<file path="src/rtl/parallel_to_serial_pkg.sv">
// Shared types and constants for the parallel/serial converter pair.
// Package name is kept as p2s_pkg so the receiver side can import the same defaults.
package p2s_pkg;

  typedef enum logic {
    IDLE  = 1'b0,
    SHIFT = 1'b1
  } p2s_state_e;

  localparam int unsigned P2S_DATA_W    = 8;
  localparam int unsigned S2P_DATA_W    = P2S_DATA_W;
  localparam bit          P2S_MSB_FIRST = 1'b1;

  // Bit-counter width; floor of 1 keeps the counter legal for tiny words.
  function automatic int unsigned p2s_cnt_w(input int unsigned data_w);
    return (data_w < 2) ? 1 : $clog2(data_w);
  endfunction

endpackage

</file>
<file path="src/rtl/parallel_to_serial_hold_buf.sv">
// One-word holding buffer; a simultaneous read and write replaces the stored word.
module p2s_hold_buf #(
  parameter int unsigned DATA_W = 8
) (
  input  logic              clk,
  input  logic              rst,
  input  logic              wr_en,
  input  logic [DATA_W-1:0] wr_data,
  input  logic              rd_en,
  output logic [DATA_W-1:0] rd_data,
  output logic              full
);

  logic [DATA_W-1:0] data_q, data_d;
  logic              full_q, full_d;

  always_comb begin
    data_d = data_q;
    full_d = full_q;
    if (wr_en) begin
      data_d = wr_data;
      full_d = 1'b1;
    end else if (rd_en) begin
      full_d = 1'b0;
    end
  end

  always_ff @(posedge clk) begin
    if (rst) begin
      data_q <= '0;
      full_q <= 1'b0;
    end else begin
      data_q <= data_d;
      full_q <= full_d;
    end
  end

  assign rd_data = data_q;
  assign full    = full_q;

endmodule

</file>
<file path="src/rtl/parallel_to_serial.sv">
// Word-to-bitstream serializer with a one-word holding buffer for gapless back-to-back words.
module parallel_to_serial
  import p2s_pkg::*;
#(
  parameter int unsigned DATA_W    = P2S_DATA_W,
  parameter bit          MSB_FIRST = P2S_MSB_FIRST
) (
  input  logic              clk,
  input  logic              rst,
  input  logic [DATA_W-1:0] din_parallel,
  input  logic              din_valid,
  output logic              din_ready,
  output logic              dout_serial,
  output logic              dout_valid,
  output logic              dout_last
);

  localparam int unsigned CNT_W = p2s_cnt_w(DATA_W);

  p2s_state_e        state_q, state_d;
  logic [DATA_W-1:0] shreg_q, shreg_d;
  logic [CNT_W-1:0]  cnt_q, cnt_d;

  logic              buf_wr, buf_rd, buf_full;
  logic [DATA_W-1:0] buf_data;
  logic [DATA_W-1:0] shreg_next;
  logic              shifting, last_bit, out_bit, accept;

  p2s_hold_buf #(.DATA_W(DATA_W)) u_hold_buf (
    .clk     (clk),
    .rst     (rst),
    .wr_en   (buf_wr),
    .wr_data (din_parallel),
    .rd_en   (buf_rd),
    .rd_data (buf_data),
    .full    (buf_full)
  );

  assign shifting   = (state_q == SHIFT);
  assign last_bit   = shifting && (cnt_q == CNT_W'(DATA_W - 1));
  assign out_bit    = MSB_FIRST ? shreg_q[DATA_W-1] : shreg_q[0];
  assign shreg_next = MSB_FIRST ? {shreg_q[DATA_W-2:0], 1'b0} : {1'b0, shreg_q[DATA_W-1:1]};

  // Ready depends on registered state only, so it never loops back through din_valid.
  assign din_ready   = !buf_full || last_bit;
  assign accept      = din_valid && din_ready;
  assign dout_valid  = shifting;
  assign dout_serial = shifting && out_bit;
  assign dout_last   = last_bit;

  always_comb begin
    state_d = state_q;
    shreg_d = shreg_q;
    cnt_d   = cnt_q;
    buf_wr  = 1'b0;
    buf_rd  = 1'b0;
    unique case (state_q)
      IDLE: begin
        if (accept) begin
          shreg_d = din_parallel;
          cnt_d   = '0;
          state_d = SHIFT;
        end
      end
      SHIFT: begin
        if (!last_bit) begin
          shreg_d = shreg_next;
          cnt_d   = cnt_q + CNT_W'(1);
          buf_wr  = accept;
        end else begin
          cnt_d = '0;
          // Buffered word goes first; a word accepted now takes its place in the buffer.
          if (buf_full) begin
            shreg_d = buf_data;
            buf_rd  = 1'b1;
            buf_wr  = accept;
          end else if (accept) begin
            shreg_d = din_parallel;
          end else begin
            shreg_d = '0;
            state_d = IDLE;
          end
        end
      end
      default: state_d = IDLE;
    endcase
  end

  always_ff @(posedge clk) begin
    if (rst) begin
      state_q <= IDLE;
      shreg_q <= '0;
      cnt_q   <= '0;
    end else begin
      state_q <= state_d;
      shreg_q <= shreg_d;
      cnt_q   <= cnt_d;
    end
  end

endmodule

</file>
<file path="config.mk">
export PLATFORM = sky130hd
export DESIGN_NAME = parallel_to_serial
export DESIGN_NICKNAME = d
export VERILOG_FILES = /design/src/rtl/parallel_to_serial_pkg.sv /design/src/rtl/parallel_to_serial_hold_buf.sv /design/src/rtl/parallel_to_serial.sv
export SDC_FILE = /design/constraint.sdc
export NUM_CORES = 1
export LEC_CHECK = 0
export ABC_AREA = 1
export CAP_MARGIN = 20
export CORE_ASPECT_RATIO = 1.25
export CORE_UTILIZATION = 50
export DETAILED_ROUTE_END_ITERATION = 8
export PLACE_DENSITY = 0.79
export SLEW_MARGIN = 20
export SYNTH_ARGS = -nofsm -noshare
export SYNTH_HDL_FRONTEND = slang
export SYNTH_SLANG_ARGS = --single-unit
</file>
<file path="constraint.sdc">
create_clock -name clk -period 2.41 [get_ports clk]
set_input_delay 0.723 -clock clk [delete_from_list [all_inputs] [get_ports clk]]
set_output_delay 0.723 -clock clk [all_outputs]
set_load 0.05 [all_outputs]
</file>
# Word-level counts from Yosys, hierarchy flattened
# Cells that the tools add are included.
dict set report totals {
  output_inout_bits 4
  in_bits 11
  regBits 21
  wordCells 35
}
dict set report op_classes {
  bitwise_logic 1
  eq_ne 2
  muxes 20
  addsub 1
  reduce_logical 6
}
# operator n
set ops {}
lappend ops {{8-bit two-way mux} 4}
lappend ops {{8-bit case mux with 2 select lines} 1}
lappend ops {{1-bit two-way mux} 11}
lappend ops {{3-bit two-way mux} 2}
lappend ops {{3-bit case mux with 2 select lines} 1}
lappend ops {{3-bit by 1-bit adder with 3-bit output (second input constant)} 1}
lappend ops {{3-bit == test (second input constant)} 1}
lappend ops {{1-bit logical AND} 3}
lappend ops {{2-bit != test (second input constant)} 1}
lappend ops {{1-bit case mux with 2 select lines} 1}
lappend ops {{2-bit nonzero test} 1}
lappend ops {{1-bit zero test} 1}
lappend ops {{1-bit logical OR} 1}
lappend ops {{1-bit NOT} 1}

# Depth between registers and ports, before layout
dict set report depth {
  depth_word 8
  depth_mapped 9
  depth_no_buf 9
}

# Hierarchy
# Synthesis repeated with hierarchy kept, for this count alone.
dict set report unflattened {
  hier_cells 146
  area_unflattened_um2 962.2
}
# module area_per_inst_um2 cells_each n_inst seq_area_each_um2
set modules_own_cells {}
lappend modules_own_cells {parallel_to_serial 658.1 108 1 240.2}
lappend modules_own_cells {p2s_hold_buf 304.0 38 1 180.2}

# Least setup slack after synthesis
# No wires, ideal clock.
dict set report synth_path {
  path_kind {register to output}
  start {register state_q (netlist: dout_valid)}
  end {output port dout_last}
  arrival_ps 1302
  t_required_ps 1687
  path_slack_ps 385
  stages_incl_launch_ff 3
  n_path_buf 0
  cell_sequence {dfxtp_1 > nand2_2 > inv_1}
}
dict set report synth_via {
  elab_chain_len 1
}
# element line
set synth_rtl {}
lappend synth_rtl {{from (decl)} parallel_to_serial.sv:20} ;# p2s_state_e state_q, state_d;
lappend synth_rtl {{from (signal assigned)} parallel_to_serial.sv:95} ;# state_q <= state_d;
lappend synth_rtl {{1-bit logical AND} parallel_to_serial.sv:40} ;# assign last_bit = shifting && (cnt_q == CNT_W'(DATA_W - 1));
lappend synth_rtl {{to (decl)} parallel_to_serial.sv:15} ;# output logic dout_last
# Every way passes these cells.

# Final worst setup path
dict set report layout_path {
  start {register cnt_q[0]}
  end {output port dout_last}
}
dict set report layout_via {
  elab_chain_len 2
}
# element line
set layout_rtl {}
lappend layout_rtl {{from (decl)} parallel_to_serial.sv:22} ;# logic [CNT_W-1:0] cnt_q, cnt_d;
lappend layout_rtl {{from (signal assigned)} parallel_to_serial.sv:97} ;# cnt_q <= cnt_d;
lappend layout_rtl {{3-bit == test} parallel_to_serial.sv:40}
lappend layout_rtl {{1-bit logical AND} parallel_to_serial.sv:40}
# Every way passes these cells.

==> qor.csv <==
metric;value;unit
ys_seq_area_share;37.5;%
use_met2;46.1;%
grt_overflow;0;
relSlewSlack;66.8;%
hold_path_class;flop to flop;
switching_power;0.235;mW
synth_nets;179;
port_buffers;14;
cts_root_buf;clkbuf_4;
grt_util_all_layers;24.5;%
swShare;31.8;%
htree_levels;1;
dieWidth;44.4;um
period_needed;2.30;ns
end_kind;output port;
crit_required;1.69;ns
multi_input_area;586;um2
synthesis.area;1120;um2
dp.final_hpwl;1.82;mm
area_growth;17.1;%
crit_fanout;3;
final_common_cell;nand2_1;
diodes;0;
power.static_leakage;0.651;nW
clockPowerShare;23.7;%
path_cells;ha_1 -> ha_2 -> nand2_2 -> inv_1 -> buf_12;
setup_viol_count_final;0;
firstDrtPassIters;4;
nets;193;
grt_max_degree;13;
clk_path_buf_depth;2;
synth_top_area_share;37.5;%
final_core_util;64.0;%
grt.busiest_layer;met2;
vias_per_cell;5.19;
ys_warn_count;0;
numCtsBuffers;3;
grt_use_met3;1.95;%
fillers;184;
p_int;0.504;mW
worst_pin_slew;0.497;ns
drv_slew;0;
hold_buffers;0;
met1_usage;28.7;%
die-height;54.9;um
cpMaxStageDelayCell;dfxtp_1;
rows;18;
min_period_over_period;95.2;%
cpPeakStageDelay;0.39;ns
synth_largest_area_cell;dfxtp_1;
cts_setup_buffers;0;
status;finished clean;
startpoint_type;flop;
wl;2.49;mm
synth_area_leaders;dfxtp_1 (38%), nand2_1 (15%), nor2_1 (10%);
peakVddDrop;0.345;mV
grt_pass1_vias;1040;
synthesis.instances;166;
grt_antenna_before_repair;0;
setup_tns;0;ns
drv_cap;0;
post-place-cells;205;
crit_arrival;1.57;ns
drc;0;
ant_nets;0;
comb_power_share;23.0;%
wl_per_cell;11.9;um
rsz0062_at_grt;false;
clock_latency;0.31;ns
hold_viol;0;
fin_skew;0.00651;ns
avgSynthCellArea;6.75;um2
critPathKind;flop to output port;
fmax;436;MHz
final-seq-area;420;um2
die_area;2440;um2
initialDrtViolationCount;35;
yosysUniqueCellTypes;18;
cts_resized;0;
via_count;1084;
ioPinCount;15;
final_cells;209;
sequentialPowerShare;53.3;%
start_util;54.7;%
drive_gt1_share;12.8;%
numClockSinks;21;
coreArea;2050;um2
cts_tree;yes;
final_cell_mix;nand2_1 (44), nor2_1 (30), dfxtp_1 (21);
clkTransAtPathRegs;0.12;ns
grt_pass1_wl;4.42;mm
gp_congestion;0.848;
p_per_area;563;nW/um2
ys_seq_elements;21;
[kinds of logic (layout without fill, tap and decap cells)]
kind of cell / Yosys count / in the layout / synth area share, %
AO/OA/AOI/OAI: 9 / 9 / 4.02
adder cells (fa/ha/maj): 2 / 2 / 2.23
buffers and inverters: 25 / 38 / 10.5
flip-flops: 21 / 21 / 37.5
AND/OR/NAND/NOR: 109 / 109 / 45.8
[synth_stat cells (all sizes together)]
library cell and n:
inv 18, nand4 8, buf 7, dfxtp 21, nand2 50, o21ai 4
nand3 18, ha 2, nor2 33, a21oi 5
[path summary, 6_finish.rpt]
| kind | start | endpoint | slack, ns | cells past startpoint |
|---|---|---|---|---|
| max | cnt_q[0]$_SDFFE_PP0P_ | dout_last | 0.11 | 5 |
| min | u_hold_buf.rd_data[0]$_SDFFE_PP0P_ | u_hold_buf.rd_data[0]$_SDFFE_PP0P_ | 0.49 | 2 |
| max reg2reg | cnt_q[0]$_SDFFE_PP0P_ | u_hold_buf.rd_data[5]$_SDFFE_PP0P_ | 0.80 | 9 |
| min reg2reg | u_hold_buf.rd_data[0]$_SDFFE_PP0P_ | u_hold_buf.rd_data[0]$_SDFFE_PP0P_ | 0.49 | 2 |
[registers in the layout, indices dropped and copies added, names as in the netlist]
register and flops:
shreg_q 8, u_hold_buf.rd_data 8, cnt_q 3, dout_valid 1
u_hold_buf.full 1
[power by group through the flow]
| stage | clock [mW] | combinational (mW) | sequential (mW) |
|---|---|---|---|
| after floorplan | 0 | 0.122 | 0.402 |
| after global placement | 0 | 0.163 | 0.400 |
| after detailed placement | 0 | 0.168 | 0.401 |
| after CTS | 0.176 | 0.169 | 0.394 |
| after global routing | 0.190 | 0.191 | 0.397 |
| final | 0.175 | 0.170 | 0.394 |
[per-stage QoR]
stage | hold slack, ns | power [mW] | instance area [um2] | setup slack [ns]
floorplan | 0.428 | 0.524 | 1120 | 0.385
global placement | 0.456 | 0.563 | 1280 | 0.402
detailed placement | 0.469 | 0.570 | 1280 | 0.342
CTS | 0.496 | 0.738 | 1310 | 0.0548
global route | 0.521 | 0.778 | 1310 | 0.0573
finish | 0.494 | 0.739 | 1310 | 0.115
[metal layers]
layer,part of all wire (%),wire length [um],up-vias
li1,-,-,548
met1,43,1070,497
met2,52,1290,32
met3,3.6,90,7
met4,1.8,46,0
met5,0,0,-
[critical path: cells and delay by family (launching register included)]
family / cells / cell delay, ns
DFF: 1 / 0.39
buffers and inverters: 2 / 0.34
and+or+nand+nor: 1 / 0.12
adders and majority gates: 2 / 0.40
[cell type report]
class	count	share of cell area [%]
multi-input combinational	120	44.6
sequential	21	32.0
timing repair buffer	16	13.3
inverter	18	5.15
tap	30	2.86
clock buffer	4	2.00
No activity file was read; power rests on OpenSTA's default activity.
